<file path="src/rtl/keypad_pkg.sv">
// Shared types and constants for the 4x4 keypad scanner.
// Contents: FSM state enum, row drive patterns, key code type, and a helper
// that picks the lowest-index low column.
package keypad_pkg;

  typedef enum logic [1:0] {
    ST_SCAN        = 2'd0,
    ST_DEB_PRESS   = 2'd1,
    ST_HOLD        = 2'd2,
    ST_DEB_RELEASE = 2'd3
  } state_t;

  typedef logic [3:0] key_code_t;

  // Active-low row drive, indexed by row number.
  localparam logic [3:0] ROW_PATTERN [4] = '{4'b1110, 4'b1101, 4'b1011, 4'b0111};

  // col[0] has highest priority when several keys in a row are down.
  function automatic logic [1:0] low_col_idx(input logic [3:0] pat);
    if (!pat[0])      return 2'd0;
    else if (!pat[1]) return 2'd1;
    else if (!pat[2]) return 2'd2;
    else              return 2'd3;
  endfunction

endpackage

</file>
<file path="src/rtl/keypad_debounce.sv">
// Scan tick generator plus equal-pattern (debounce) counter.
// Ports:
//   clk, rst_n : clock, async active-low reset (already release-synchronised)
//   i_clr      : clear the debounce count (priority over i_inc)
//   i_inc      : count this tick as a stable one (acts only with o_tick)
//   o_tick     : one-cycle pulse every SCAN_DIV clocks
//   o_last     : count is at DEBOUNCE_TICKS-1, so the next stable tick completes
module keypad_debounce #(
  parameter int SCAN_DIV       = 50000,
  parameter int DEBOUNCE_TICKS = 4
) (
  input  logic clk,
  input  logic rst_n,
  input  logic i_clr,
  input  logic i_inc,
  output logic o_tick,
  output logic o_last
);
  import keypad_pkg::*;

  localparam int DIV_W = (SCAN_DIV > 2) ? $clog2(SCAN_DIV) : 1;
  localparam int CNT_W = $clog2(DEBOUNCE_TICKS + 1);

  logic [DIV_W-1:0] r_div;
  logic [CNT_W-1:0] r_cnt;
  logic             w_wrap;

  assign w_wrap = (r_div == DIV_W'(SCAN_DIV - 1));
  assign o_tick = w_wrap;
  assign o_last = (r_cnt == CNT_W'(DEBOUNCE_TICKS - 1));

  always_ff @(posedge clk or negedge rst_n) begin
    if (!rst_n)      r_div <= '0;
    else if (w_wrap) r_div <= '0;
    else             r_div <= r_div + DIV_W'(1);
  end

  always_ff @(posedge clk or negedge rst_n) begin
    if (!rst_n)
      r_cnt <= '0;
    else if (i_clr)
      r_cnt <= '0;
    else if (i_inc && w_wrap && (r_cnt != CNT_W'(DEBOUNCE_TICKS)))
      r_cnt <= r_cnt + CNT_W'(1);
  end

endmodule

</file>
<file path="src/rtl/keypad_scanner.sv">
// 4x4 keypad scanner with debounce and a valid/ready event output.
// Ports:
//   clk, rst_n           : clock, async active-low reset
//   col[3:0]  (in)       : active-low columns, asynchronous
//   row[3:0]  (out)      : active-low row drive, one bit low
//   key_code  (out)      : row*4 + col of the accepted key
//   key_valid (out)      : event pending, held until key_ready
//   key_ready (in)       : consumer accepts the event
//   key_down  (out)      : debounced key-held level
// Build option: KEYPAD_AUTOREPEAT_EN re-issues the held key every REPEAT_TICKS ticks.
//
// state          | meaning
// ST_SCAN        | rotating rows looking for a low column (frozen while an event is pending)
// ST_DEB_PRESS   | row frozen, waiting for the latched pattern to stay stable
// ST_HOLD        | key accepted and held
// ST_DEB_RELEASE | columns all high, waiting for the release to stay stable
module keypad_scanner #(
  parameter int SCAN_DIV       = 50000,
  parameter int DEBOUNCE_TICKS = 4,
  parameter int REPEAT_TICKS   = 200
) (
  input  logic       clk,
  input  logic       rst_n,
  input  logic [3:0] col,
  output logic [3:0] row,
  output logic [3:0] key_code,
  output logic       key_valid,
  input  logic       key_ready,
  output logic       key_down
);
  import keypad_pkg::*;

`ifdef KEYPAD_AUTOREPEAT_EN
  localparam bit AUTOREPEAT_EN = 1'b1;
`else
  localparam bit AUTOREPEAT_EN = 1'b0;
`endif
  localparam int RPT_W = $clog2(REPEAT_TICKS + 1);

  logic [1:0]       r_rst_sync;
  logic             w_rst_n;
  logic [3:0]       r_col_s1, r_col_s2;
  state_t           r_state, w_state_nxt;
  logic [1:0]       r_row_idx;
  logic [3:0]       r_pat;
  key_code_t        r_key_code;
  logic             r_key_valid, r_key_down;
  logic [RPT_W-1:0] r_rpt_cnt;
  logic             w_tick, w_last;
  logic             w_cnt_clr, w_cnt_inc, w_rotate, w_latch, w_accept, w_release;
  logic             w_rpt_tick, w_rpt_fire;

  // Reset asserts immediately, releases two clocks later on a clean edge.
  always_ff @(posedge clk or negedge rst_n) begin
    if (!rst_n) r_rst_sync <= 2'b00;
    else        r_rst_sync <= {r_rst_sync[0], 1'b1};
  end
  assign w_rst_n = r_rst_sync[1];

  always_ff @(posedge clk or negedge w_rst_n) begin
    if (!w_rst_n) begin
      r_col_s1 <= 4'hF;
      r_col_s2 <= 4'hF;
    end else begin
      r_col_s1 <= col;
      r_col_s2 <= r_col_s1;
    end
  end

  keypad_debounce #(
    .SCAN_DIV       (SCAN_DIV),
    .DEBOUNCE_TICKS (DEBOUNCE_TICKS)
  ) u_debounce (
    .clk    (clk),
    .rst_n  (w_rst_n),
    .i_clr  (w_cnt_clr),
    .i_inc  (w_cnt_inc),
    .o_tick (w_tick),
    .o_last (w_last)
  );

  always_ff @(posedge clk or negedge w_rst_n) begin
    if (!w_rst_n) r_state <= ST_SCAN;
    else          r_state <= w_state_nxt;
  end

  always_comb begin
    w_state_nxt = r_state;
    w_cnt_clr   = 1'b0;
    w_cnt_inc   = 1'b0;
    w_rotate    = 1'b0;
    w_latch     = 1'b0;
    w_accept    = 1'b0;
    w_release   = 1'b0;
    w_rpt_tick  = 1'b0;
    case (r_state)
      ST_SCAN: begin
        // A pending event freezes the scan so no second press can start.
        if (w_tick && !r_key_valid) begin
          if (r_col_s2 != 4'hF) begin
            w_latch     = 1'b1;
            w_cnt_clr   = 1'b1;
            w_state_nxt = ST_DEB_PRESS;
          end else begin
            w_rotate = 1'b1;
          end
        end
      end
      ST_DEB_PRESS: begin
        if (w_tick) begin
          if (r_col_s2 == r_pat) begin
            if (w_last) begin
              w_accept    = 1'b1;
              w_cnt_clr   = 1'b1;
              w_state_nxt = ST_HOLD;
            end else begin
              w_cnt_inc = 1'b1;
            end
          end else begin
            w_state_nxt = ST_SCAN;
          end
        end
      end
      ST_HOLD: begin
        if (w_tick) begin
          if (r_col_s2 == 4'hF) begin
            w_cnt_clr   = 1'b1;
            w_state_nxt = ST_DEB_RELEASE;
          end else begin
            w_rpt_tick = 1'b1;
          end
        end
      end
      ST_DEB_RELEASE: begin
        if (w_tick) begin
          if (r_col_s2 == 4'hF) begin
            if (w_last) begin
              w_release   = 1'b1;
              w_cnt_clr   = 1'b1;
              w_state_nxt = ST_SCAN;
            end else begin
              w_cnt_inc = 1'b1;
            end
          end else begin
            w_state_nxt = ST_HOLD;
          end
        end
      end
      default: w_state_nxt = ST_SCAN;
    endcase
  end

  assign w_rpt_fire = AUTOREPEAT_EN && w_rpt_tick && !r_key_valid &&
                      (r_rpt_cnt == RPT_W'(REPEAT_TICKS - 1));

  always_ff @(posedge clk or negedge w_rst_n) begin
    if (!w_rst_n) begin
      r_row_idx   <= 2'd0;
      r_pat       <= 4'hF;
      r_key_code  <= '0;
      r_key_valid <= 1'b0;
      r_key_down  <= 1'b0;
      r_rpt_cnt   <= '0;
    end else begin
      if (w_rotate) r_row_idx <= r_row_idx + 2'd1;
      if (w_latch)  r_pat <= r_col_s2;
      if (w_accept) r_key_code <= {r_row_idx, low_col_idx(r_pat)};

      if (w_accept)       r_key_down <= 1'b1;
      else if (w_release) r_key_down <= 1'b0;

      if (w_accept || w_rpt_fire)      r_key_valid <= 1'b1;
      else if (r_key_valid && key_ready) r_key_valid <= 1'b0;

      // Outside HOLD the count sits at zero, so every entry to HOLD starts fresh.
      if (r_state != ST_HOLD)
        r_rpt_cnt <= '0;
      else if (w_rpt_tick)
        r_rpt_cnt <= (r_rpt_cnt == RPT_W'(REPEAT_TICKS - 1)) ? '0 : r_rpt_cnt + RPT_W'(1);
    end
  end

  assign row       = ROW_PATTERN[r_row_idx];
  assign key_code  = r_key_code;
  assign key_valid = r_key_valid;
  assign key_down  = r_key_down;

endmodule

</file>
<file path="config.mk">
export PLATFORM = sky130hd
export DESIGN_NAME = keypad_scanner
export DESIGN_NICKNAME = d
export VERILOG_FILES = /design/src/rtl/keypad_pkg.sv /design/src/rtl/keypad_debounce.sv /design/src/rtl/keypad_scanner.sv
export SDC_FILE = /design/constraint.sdc
export NUM_CORES = 1
export LEC_CHECK = 0
export ABC_AREA = 1
export CAP_MARGIN = 20
export CORE_MARGIN = 10
export CORE_UTILIZATION = 45
export DETAILED_ROUTE_END_ITERATION = 8
export PLACE_DENSITY = 0.66
export SLEW_MARGIN = 30
export SYNTH_ARGS = -nofsm -noshare
export SYNTH_HDL_FRONTEND = slang
export SYNTH_SLANG_ARGS = --single-unit
export TNS_END_PERCENT = 20
</file>
<file path="constraint.sdc">
create_clock -name clk -period 1.3 [get_ports clk]
set_input_delay 0.13 -clock clk [delete_from_list [all_inputs] [get_ports clk]]
set_output_delay 0.13 -clock clk [all_outputs]
set_load 0.03 [all_outputs]
</file>
==> metrics.txt <==
# TYPE chip_impl_metric gauge
chip_impl_info{name="run_status",value="complete, but fails checks"} 1
chip_impl_info{name="violations",value="negative setup slack"} 1
chip_impl_metric{name="clkSinkCount",unit=""} 43
chip_impl_metric{name="rows",unit=""} 26
chip_impl_metric{name="drv_cap",unit=""} 0
chip_impl_info{name="path_common_cell",value="sky130_fd_sc_hd__nor2_4"} 1
chip_impl_metric{name="fillers",unit=""} 418
chip_impl_metric{name="firstDrtPassIters",unit=""} 4
chip_impl_metric{name="finalCoreUtilization",unit="%"} 66.3
chip_impl_metric{name="drive_gt1_share",unit="%"} 41.1
chip_impl_metric{name="grt_max_degree",unit=""} 22
chip_impl_metric{name="clkLatencyLatePin",unit="ps"} 300
chip_impl_metric{name="placedInstanceArea",unit="mm^2"} 0.00300
chip_impl_metric{name="synth-warning-count",unit=""} 0
chip_impl_metric{name="netlist_area_pre_place",unit="mm^2"} 0.00232
chip_impl_metric{name="post_synth_num_cell_types",unit=""} 30
chip_impl_metric{name="cts_made_buffers",unit=""} 5
chip_impl_metric{name="floorplan.io_pins",unit=""} 17
chip_impl_info{name="startpoint_type",value="flip-flop"} 1
chip_impl_info{name="critPathCaptureType",value="flip-flop"} 1
chip_impl_metric{name="dieHeight",unit="um"} 91.8
chip_impl_metric{name="initial_core_util",unit="%"} 46.0
chip_impl_metric{name="detail_route.iter0.violations",unit=""} 178
chip_impl_metric{name="vdd_drop_max",unit="mV"} 0.696
chip_impl_metric{name="power.leakage",unit="nW"} 1.64
chip_impl_metric{name="clock_skew",unit="ps"} 8.85
chip_impl_info{name="slowest_stage",value="sky130_fd_sc_hd__dfrtp_1"} 1
chip_impl_metric{name="final_net_count",unit=""} 379
chip_impl_metric{name="drt-total-wl",unit="um"} 5770
chip_impl_metric{name="synthesis.instances",unit=""} 286
chip_impl_info{name="grt_setup_unrepaired",value="yes"} 1
chip_impl_metric{name="hold_slack_final",unit="ps"} 212
chip_impl_metric{name="min_period",unit="ps"} 1520
chip_impl_metric{name="syn_avg_cell_area",unit="um^2"} 8.12
chip_impl_metric{name="grt_usage",unit="%"} 13.2
chip_impl_metric{name="placement.io_buffers",unit=""} 16
chip_impl_metric{name="hold_viol",unit=""} 0
chip_impl_metric{name="core",unit="mm^2"} 0.00504
chip_impl_metric{name="grt_remaining_overflow",unit=""} 0
chip_impl_metric{name="timing.critical_path.slowest_cell_delay",unit="ps"} 410
chip_impl_metric{name="drv_slew",unit=""} 0
chip_impl_metric{name="area_delta_synth_final",unit="%"} 44.1
chip_impl_metric{name="critPathArrivalTime",unit="ps"} 1720
chip_impl_metric{name="design.die.area",unit="mm^2"} 0.00843
chip_impl_metric{name="timing.fmax",unit="GHz"} 0.656
chip_impl_info{name="critical_path_class",value="reg -> reg"} 1
chip_impl_metric{name="grt_first_pass_wirelength",unit="um"} 9230
chip_impl_metric{name="synth_nets",unit=""} 301
chip_impl_metric{name="route.detailed.vias_per_inst",unit=""} 4.87
chip_impl_info{name="cp_cell_sequence",value="nor2_2 > nand2_2 > nor2_4 > nand2_4 > nor2_4 > nand4_4 > nand2_1 > o21ai_1"} 1
chip_impl_metric{name="drt_drc_violations_left",unit=""} 0
chip_impl_metric{name="first_global_vias",unit=""} 2062
chip_impl_info{name="cts_tree",value="built"} 1
chip_impl_metric{name="postSynthRegisterBits",unit=""} 43
chip_impl_metric{name="synth_sequential_area_ratio",unit="%"} 47.0
chip_impl_metric{name="cts_h_tree_depth",unit=""} 2
chip_impl_metric{name="wire_per_inst",unit="um"} 13.3
chip_impl_metric{name="gpl.final_weighted_congestion",unit=""} 0.843
chip_impl_metric{name="design_area",unit="mm^2"} 0.00334
chip_impl_info{name="layout_commonest_cell",value="sky130_fd_sc_hd__nand2_1"} 1
chip_impl_metric{name="cts_max_path_buffers",unit=""} 2
chip_impl_metric{name="die_x",unit="um"} 91.8
chip_impl_metric{name="worstPathRequired",unit="ps"} 1490
chip_impl_metric{name="critPathMaxFanout",unit=""} 5
chip_impl_info{name="cts_root_buf",value="sky130_fd_sc_hd__clkbuf_8"} 1
chip_impl_metric{name="detailroute.via_count",unit=""} 2117
chip_impl_metric{name="drtAntennaViolNets",unit=""} 0
chip_impl_metric{name="power_density",unit="mW/mm^2"} 695
chip_impl_metric{name="setup_slack",unit="ps"} -224
chip_impl_metric{name="antenna_found_initial",unit=""} 0
chip_impl_metric{name="setup_viol",unit=""} 30
chip_impl_info{name="layout_common_cells",value="sky130_fd_sc_hd__nand2_1 (55), sky130_fd_sc_hd__buf_4 (48), sky130_fd_sc_hd__inv_1 (39)"} 1
chip_impl_metric{name="post-route-period-util",unit="%"} 117
chip_impl_metric{name="cts.clk_slew.worst_paths",unit="ps"} 90
chip_impl_metric{name="dp_hpwl",unit="um"} 4000
chip_impl_metric{name="insertedDiodeCount",unit=""} 0
chip_impl_info{name="hold_path.class",value="reg -> async"} 1
## synth_stat cells (all sizes together)
cell type | n | share of area, %
o21ai | 13 | 3.0
dfrtp | 31 | 33
conb | 1 | 0.16
nand3 | 15 | 3.7
o21bai | 1 | 0.49
nand3b | 1 | 0.32
o22ai | 1 | 0.27
o21a | 1 | 0.32
nand4 | 12 | 4.2
nor3b | 1 | 0.32
nor3 | 11 | 2.4
nand2 | 73 | 12
xnor2 | 1 | 0.38
nor4 | 3 | 0.81
nor2 | 38 | 8.4
a21oi | 3 | 0.65
inv | 52 | 8.4
dfstp | 12 | 14
xor2 | 7 | 2.6
ha | 8 | 4.3
buf | 1 | 0.22
## sequential cells by signal, indices dropped and copies added, names as in the netlist
signal / count
r_col_s2: 4
key_valid: 1
r_state: 2
key_code: 4
u_debounce.r_div: 16
u_debounce.r_cnt: 3
key_down: 1
r_col_s1: 4
r_rst_sync: 2
r_row_idx: 2
r_pat: 4
## metrics by stage
stage                     instances  total power, mW  worst slack (ps)  TNS (ps)
after CTS                       427             2.34              -184     -2940
final                           435             2.33              -224     -3310
after floorplan                 286             1.44             -72.4      -612
after detailed placement        417             1.49              -172     -2930
after global placement          417             1.49              -152     -2340
after global routing            435             2.41              -323     -6410
## metal layers
metal	part of all wire [%]	wire, um	track usage (%)	vias up
li1	-	-	-	1054
met1	44	2540	16.4	1005
met2	49	2830	22.2	46
met3	5.0	289	3.10	12
met4	1.9	112	4.11	0
met5	0	0	0	-
## layout make-up
class	count	area, um^2	share of cell area, %
timing repair buffer	71	613	18.3
tap	70	87.6	2.62
clock inverter	2	12.5	0.374
inverter	52	200	5.99
sequential	43	1090	32.7
multi-input combinational	191	1260	37.8
clock buffer	6	72.6	2.17
## repair_timing
action / in CTS / in global routing
hold buffers: 1 / 0
resized for setup: 26 / 36
endpoints found under the hold margin: 2 / 0
setup endpoints to repair: 39 / 36
pin swaps: 8 / 19
buffers inserted: 1 / 7
gates cloned: 0 / 1
## critical path: cells and delay by family, from the launching register on
kind / cells / cell delay (ps)
and+or+nand+nor: 7 / 960
AOI/OAI and AO/OA: 1 / 60
DFF: 1 / 410
## power breakdown
| group | leakage, nW | total [mW] | internal (mW) | switching, mW |
|---|---|---|---|---|
| clock | 0.0412 | 0.850 | 0.376 | 0.474 |
| combinational | 1.07 | 0.102 | 0.0441 | 0.0579 |
| sequential | 0.531 | 1.37 | 1.36 | 0.00986 |
| total | 1.64 | 2.33 | 1.78 | 0.541 |
## worst paths after layout
path | startpoint | slack [ps] | cells after the start | to
min in group clk | col[1] | 240 | 1 | r_col_s1[1]$_DFF_PN1_
hold reg to reg | r_rst_sync[1]$_DFF_PN0_ | 210 | 1 | u_debounce.r_cnt[1]$_DFFE_PN0P_
hold / removal | r_rst_sync[1]$_DFF_PN0_ | 210 | 1 | u_debounce.r_cnt[1]$_DFFE_PN0P_
setup / recovery | u_debounce.r_div[5]$_DFF_PN0_ | -220 | 8 | key_code[3]$_DFFE_PN0P_
setup reg to reg | u_debounce.r_div[5]$_DFF_PN0_ | -220 | 8 | key_code[3]$_DFFE_PN0P_
max in group asynchronous | rst_n | 650 | 2 | r_rst_sync[1]$_DFF_PN0_
## logic make-up (layout without fill, tap and decap cells)
kind of cell | Yosys count | in the layout | synth area share [%]
AO/OA/AOI/OAI | 19 | 19 | 4.69
XOR/XNOR | 8 | 8 | 3.02
adder cells (fa/ha/maj) | 8 | 8 | 4.31
buffers and inverters | 53 | 131 | 8.62
flip-flops | 43 | 43 | 47.0
other | 1 | 1 | 0.162
AND/OR/NAND/NOR | 154 | 155 | 32.2
Power figures use the tool's default switching activity.
